[src/rtl/decode_stage.sv]
// Instruction-decode stage: 4x8 register file with write-through bypass,
// load-use hazard detection and the ID/EXE pipeline register.
module decode_stage #(
    parameter logic [15:0] NOP_INS = 16'h0000,
    parameter logic [3:0]  OP_LOAD = 4'hC
) (
    input  logic        clk,
    input  logic        rst,
    input  logic [15:0] ins_i,
    input  logic        ins_valid_i,
    input  logic        flush_i,
    input  logic        wb_we,
    input  logic [1:0]  wb_addr,
    input  logic [7:0]  wb_data,
    output logic        stall_o,
    output logic [15:0] ex_ins,
    output logic [7:0]  ex_a,
    output logic [7:0]  ex_b,
    output logic        ex_valid
);

    logic [7:0]  rf_q [4];
    logic [7:0]  rf_d [4];

    logic [15:0] ex_ins_q,   ex_ins_d;
    logic [7:0]  ex_a_q,     ex_a_d;
    logic [7:0]  ex_b_q,     ex_b_d;
    logic        ex_valid_q, ex_valid_d;

    logic [1:0]  id_ra, id_rb, ex_dest;
    logic [7:0]  rd_a, rd_b;
    logic        ex_is_load, dest_match;

    assign id_ra   = ins_i[3:2];
    assign id_rb   = ins_i[1:0];
    assign ex_dest = ex_ins_q[3:2];

    // Register-file reads see a same-cycle write-back on the matching index.
    always_comb begin
        rd_a = rf_q[id_ra];
        rd_b = rf_q[id_rb];
        if (wb_we && (wb_addr == id_ra)) rd_a = wb_data;
        if (wb_we && (wb_addr == id_rb)) rd_b = wb_data;
    end

    always_comb begin
        rf_d = rf_q;
        if (wb_we) rf_d[wb_addr] = wb_data;
    end

    // Conservative: both source fields compared whatever the ID opcode is.
    assign ex_is_load = (ex_ins_q[7:4] == OP_LOAD);
    assign dest_match = (ex_dest == id_ra) || (ex_dest == id_rb);
    assign stall_o    = ins_valid_i && ex_valid_q && ex_is_load && dest_match && !flush_i;

    always_comb begin
        ex_ins_d   = NOP_INS;
        ex_a_d     = 8'h00;
        ex_b_d     = 8'h00;
        ex_valid_d = 1'b0;
        if (!flush_i && !stall_o) begin
            ex_ins_d   = ins_i;
            ex_a_d     = rd_a;
            ex_b_d     = rd_b;
            ex_valid_d = ins_valid_i;
        end
    end

    // NOTE: the register file is small and architecturally zero after reset,
    // so it is reset with the pipeline register rather than left as RAM.
    always_ff @(posedge clk or negedge rst) begin
        if (!rst) begin
            for (int i = 0; i < 4; i++) rf_q[i] <= 8'h00;
            ex_ins_q   <= NOP_INS;
            ex_a_q     <= 8'h00;
            ex_b_q     <= 8'h00;
            ex_valid_q <= 1'b0;
        end else begin
            rf_q       <= rf_d;
            ex_ins_q   <= ex_ins_d;
            ex_a_q     <= ex_a_d;
            ex_b_q     <= ex_b_d;
            ex_valid_q <= ex_valid_d;
        end
    end

    assign ex_ins   = ex_ins_q;
    assign ex_a     = ex_a_q;
    assign ex_b     = ex_b_q;
    assign ex_valid = ex_valid_q;

endmodule

[config.mk]
export PLATFORM = sky130hd
export DESIGN_NAME = decode_stage
export DESIGN_NICKNAME = d
export VERILOG_FILES = /design/src/rtl/decode_stage.sv
export SDC_FILE = /design/constraint.sdc
export NUM_CORES = 1
export LEC_CHECK = 0
export CAP_MARGIN = 5
export CORE_ASPECT_RATIO = 0.6
export CORE_MARGIN = 5
export CORE_UTILIZATION = 28
export CTS_CLUSTER_DIAMETER = 30
export CTS_CLUSTER_SIZE = 24
export DETAILED_ROUTE_END_ITERATION = 10
export PLACE_DENSITY_LB_ADDON = 0.2
export SLEW_MARGIN = 20
export SYNTH_ARGS = -nofsm -noshare
export SYNTH_HDL_FRONTEND = slang
export SYNTH_SLANG_ARGS = --single-unit
[constraint.sdc]
create_clock -name clk -period 2.2 [get_ports clk]
set_clock_uncertainty 0.2 [all_clocks]
set_input_delay 0.33 -clock clk [delete_from_list [all_inputs] [get_ports clk]]
set_output_delay 0.33 -clock clk [all_outputs]
set_load 0.005 [all_outputs]
==> results.toml, run 1 <==
[pwr]
seqPwrFrac = 0.400
power_frac_comb = 0.229
swShare = 0.263
internal_power_mw = 2.70
total_power_mw = 3.66
vdd_drop_max_uv = 384
clock_power_share = 0.370
cellPowerDensity_mw_per_mm2 = 788
power.switching_mw = 0.964
leakage_nw = 1.91

[clock_tree]
cts-buffers-inserted = 9
cts.clk_slew.worst_paths_ns = 0.05
cts_max_path_buffers = 2
htreeDepth = 3
root_buffer = "clkbuf_16"
clock_sinks = 65
cts_tree = "done"
clkLatencyLatePin_ns = 0.33

[die]
die_x_um = 152
initial_core_util = 0.284
die_area_mm2 = 0.0145
io_pins = 65
die_h_um = 95.2
row_count = 31
coreArea_mm2 = 0.0119

[placed_design]
dp_hpwl_um = 6620
portBuffers = 64
gp_congestion = 0.784
dp_slack_ns = -0.137

[critical_path]
r2r_cells = 4
endpoint_kind = "output port"
start_kind = "input port"
slowest_delay_ns = 0.50
timing.rr.end = "ex_a[7]$_DFF_PN0_"
crit_arrival_ns = 1.55
crit_type = "input port to output port"
r2r_start = "ex_ins[3]$_DFF_PN0_"
crit_fanout = 2
path_cells = "clkdlybuf4s50_1, xor2_1, o22ai_2, and3b_1, dlygate4sd2_1"
reg2reg_slack_ns = 0.39
cp_slowest_cell = "clkdlybuf4s50_1"
critical_path_required_ns = 1.67

[synth]
synth_area_mm2 = 0.00339
synth_top_family_by_area = "multiplexers"
ys_seq_elements = 65
synthSimpleGateAreaFrac = 0.0513
muxShareOfSynthArea = 0.223
synthesis.instances = 236
synth_xor_area_frac = 0.0520
synth-compound-area-share = 0.142
syn_nets = 267
synthAdderAreaFrac = 0
ys_seq_area_frac = 0.480
synth_cell_type_count = 27
yosysWarnings = 0
syn_avg_cell_area_um2 = 14.4

[flow_run]
drv_cap = 0

[grt]
grt_pass1_vias = 2410
grt_max_degree = 66
grt_pass1_wl_um = 14400
grt_overflow = 0
grtUsageMet1 = 0.210
use_met3 = 0.0544
antenna_found_initial = 0
use_met2 = 0.157
track_usage = 0.132
grt.busiest_layer = "met1"

[drt]
vias = 2378
avgRoutedWirePerCell_um = 18.7
postRouteAntennaNets = 0
routed_via_density = 4.86
drc = 0
drtPass1Iterations = 4
drt-initial-drc-count = 155
routed_wl_um = 9120

[sta]
maxSlewViolCount = 0
finalWorstSetupSlack_ns = 0.121
worst_pin_slew_ns = 0.458
rsz0062_at_grt = "false"
period_minus_slack_ns = 2.08
finalHoldViolations = 0
max_clock_freq_ghz = 0.481
fin_crit_sh = 0.945
setup_viol = 0
relSlewSlack = 0.692

[cells_and_area]
final_util = 0.389
drive_gt1_frac = 0.321
final_nets = 351
antenna_cells = 0
area_delta_synth_final_pct = 37.1

[hold_path]
holdPathStages = 3
min_from = "ins_i[5]"
hp-class = "input port to register"
holdPathEnd = "ex_ins[5]$_DFF_PN0_"

[run_status]
status = "finished, final reports clean"
==> how the worst max path moves through the flow <==
stage,start,to,slack [ns],depth (start not counted)
4_1_cts,ins_i[1],stall_o,0.11,5
3_3_place_gp,ins_i[0],ex_b[7]$_DFF_PN0_,-0.14,6
3_5_place_dp,ins_i[0],ex_b[7]$_DFF_PN0_,-0.14,6
6_report,ins_i[1],stall_o,0.12,5
5_1_grt,ins_i[1],stall_o,0.02,5
2_1_floorplan,ex_ins[3]$_DFF_PN0_,stall_o,0.39,4
==> registers in the layout, indices dropped and copies added, names as in the netlist <==
| register | count |
|---|---|
| ex_a | 8 |
| ex_ins | 16 |
| ex_valid | 1 |
| rf_q | 32 |
| ex_b | 8 |
==> per-layer routing <==
metal  vias up  routed length, µm  part of all wire
met2        76               3510              0.39
met3         8                579             0.063
met4         0                 93             0.010
met5         -                  0                 0
li1       1101                  -                 -
met1      1193               4940              0.54
==> cell usage in the layout, fill, tap and decap left out <==
master / n
a211oi_1: 17
a221oi_1: 3
a221oi_2: 13
and3b_1: 1
buf_12: 3
buf_2: 1
buf_4: 24
bufinv_16: 1
clkbuf_1: 2
clkbuf_16: 9
clkdlybuf4s50_1: 61
clkinv_1: 1
clkinv_2: 3
dfrtp_1: 65
dlygate4sd2_1: 2
dlygate4sd3_1: 1
inv_1: 17
mux2_2: 32
mux4_1: 9
mux4_2: 7
nand2_1: 2
nand3_1: 1
nand3b_1: 2
nand4_1: 16
nor3_4: 1
nor4_4: 1
o22ai_2: 1
o31ai_1: 16
xnor2_2: 4
xor2_1: 4
xor2_2: 3
xor2_4: 1
==> synthesized netlist by cell type (all sizes together) <==
cell type  instances  area share
clkbuf             5      0.0055
dfrtp             65        0.48
buf               14       0.027
nand2              2      0.0022
xor2               8       0.033
nor3               1      0.0048
o22ai              1      0.0037
a221oi            16       0.065
nand3b             2      0.0044
a211oi            17       0.038
clkinv             1      0.0011
o31ai             16       0.035
nor4               1      0.0063
mux4              16        0.12
nand3              1      0.0015
and3b              1      0.0026
nand4             16       0.030
inv               17       0.019
xnor2              4       0.019
mux2              32        0.11
==> critical path: cells and delay by family <==
family,cells,cell delay (ns)
AOI/OAI and AO/OA,1,0.11
xor gates and xnor gates,1,0.18
buffers and inverters,2,0.76
and+or+nand+nor,1,0.18
==> cells by family after synthesis <==
family	Yosys count
DFF	65
AOI/OAI and AO/OA	50
muxes	48
buffers and inverters	37
and+or+nand+nor	24
xor gates and xnor gates	12
==> cell type report <==
cell class                 count  area [µm²]
sequential                    65        1630
multi-input combinational    134        1590
timing repair buffer          92         883
tap                          165         206
clock inverter                 4        45.0
clock buffer                  11         233
fill                        1187        7300
inverter                      18        67.6
==> through the flow <==
stage          instances  hold WS (ns)  cell area [µm²]  setup TNS (ns)
2_1_floorplan        236        -0.166             3390               0
3_3_place_gp         472         0.171             4360          -0.952
3_5_place_dp         472         0.178             4360          -0.953
4_1_cts              489         0.302             4650               0
5_1_grt              489         0.321             4650               0
6_report             489         0.316             4650               0
==> power by group through the flow <==
| stage | combinational [mW] | clock [mW] | sequential, mW |
|---|---|---|---|
| final | 0.840 | 1.36 | 1.47 |
| after global routing | 0.910 | 1.46 | 1.49 |
| after CTS | 0.842 | 1.41 | 1.47 |
| after detailed placement | 0.837 | 0 | 1.49 |
| after global placement | 0.830 | 0 | 1.48 |
| after floorplan | 0.470 | 0 | 1.46 |
==> timing repair <==
action | CTS | global route
buffers inserted | 1 | 0
resized for setup | 2 | 0
hold buffers | 1 | 0
hold endpoints to repair | 65 | 0
endpoints found under the setup margin | 1 | 0
(Power assumes the default switching activity.)
==> inputs of run 2 (changes only) <==
- CTS_CLUSTER_DIAMETER: 30 -> 100
==> results of run 2 <==
No change in the layout: final DEF, timing and power equal those of run 1.
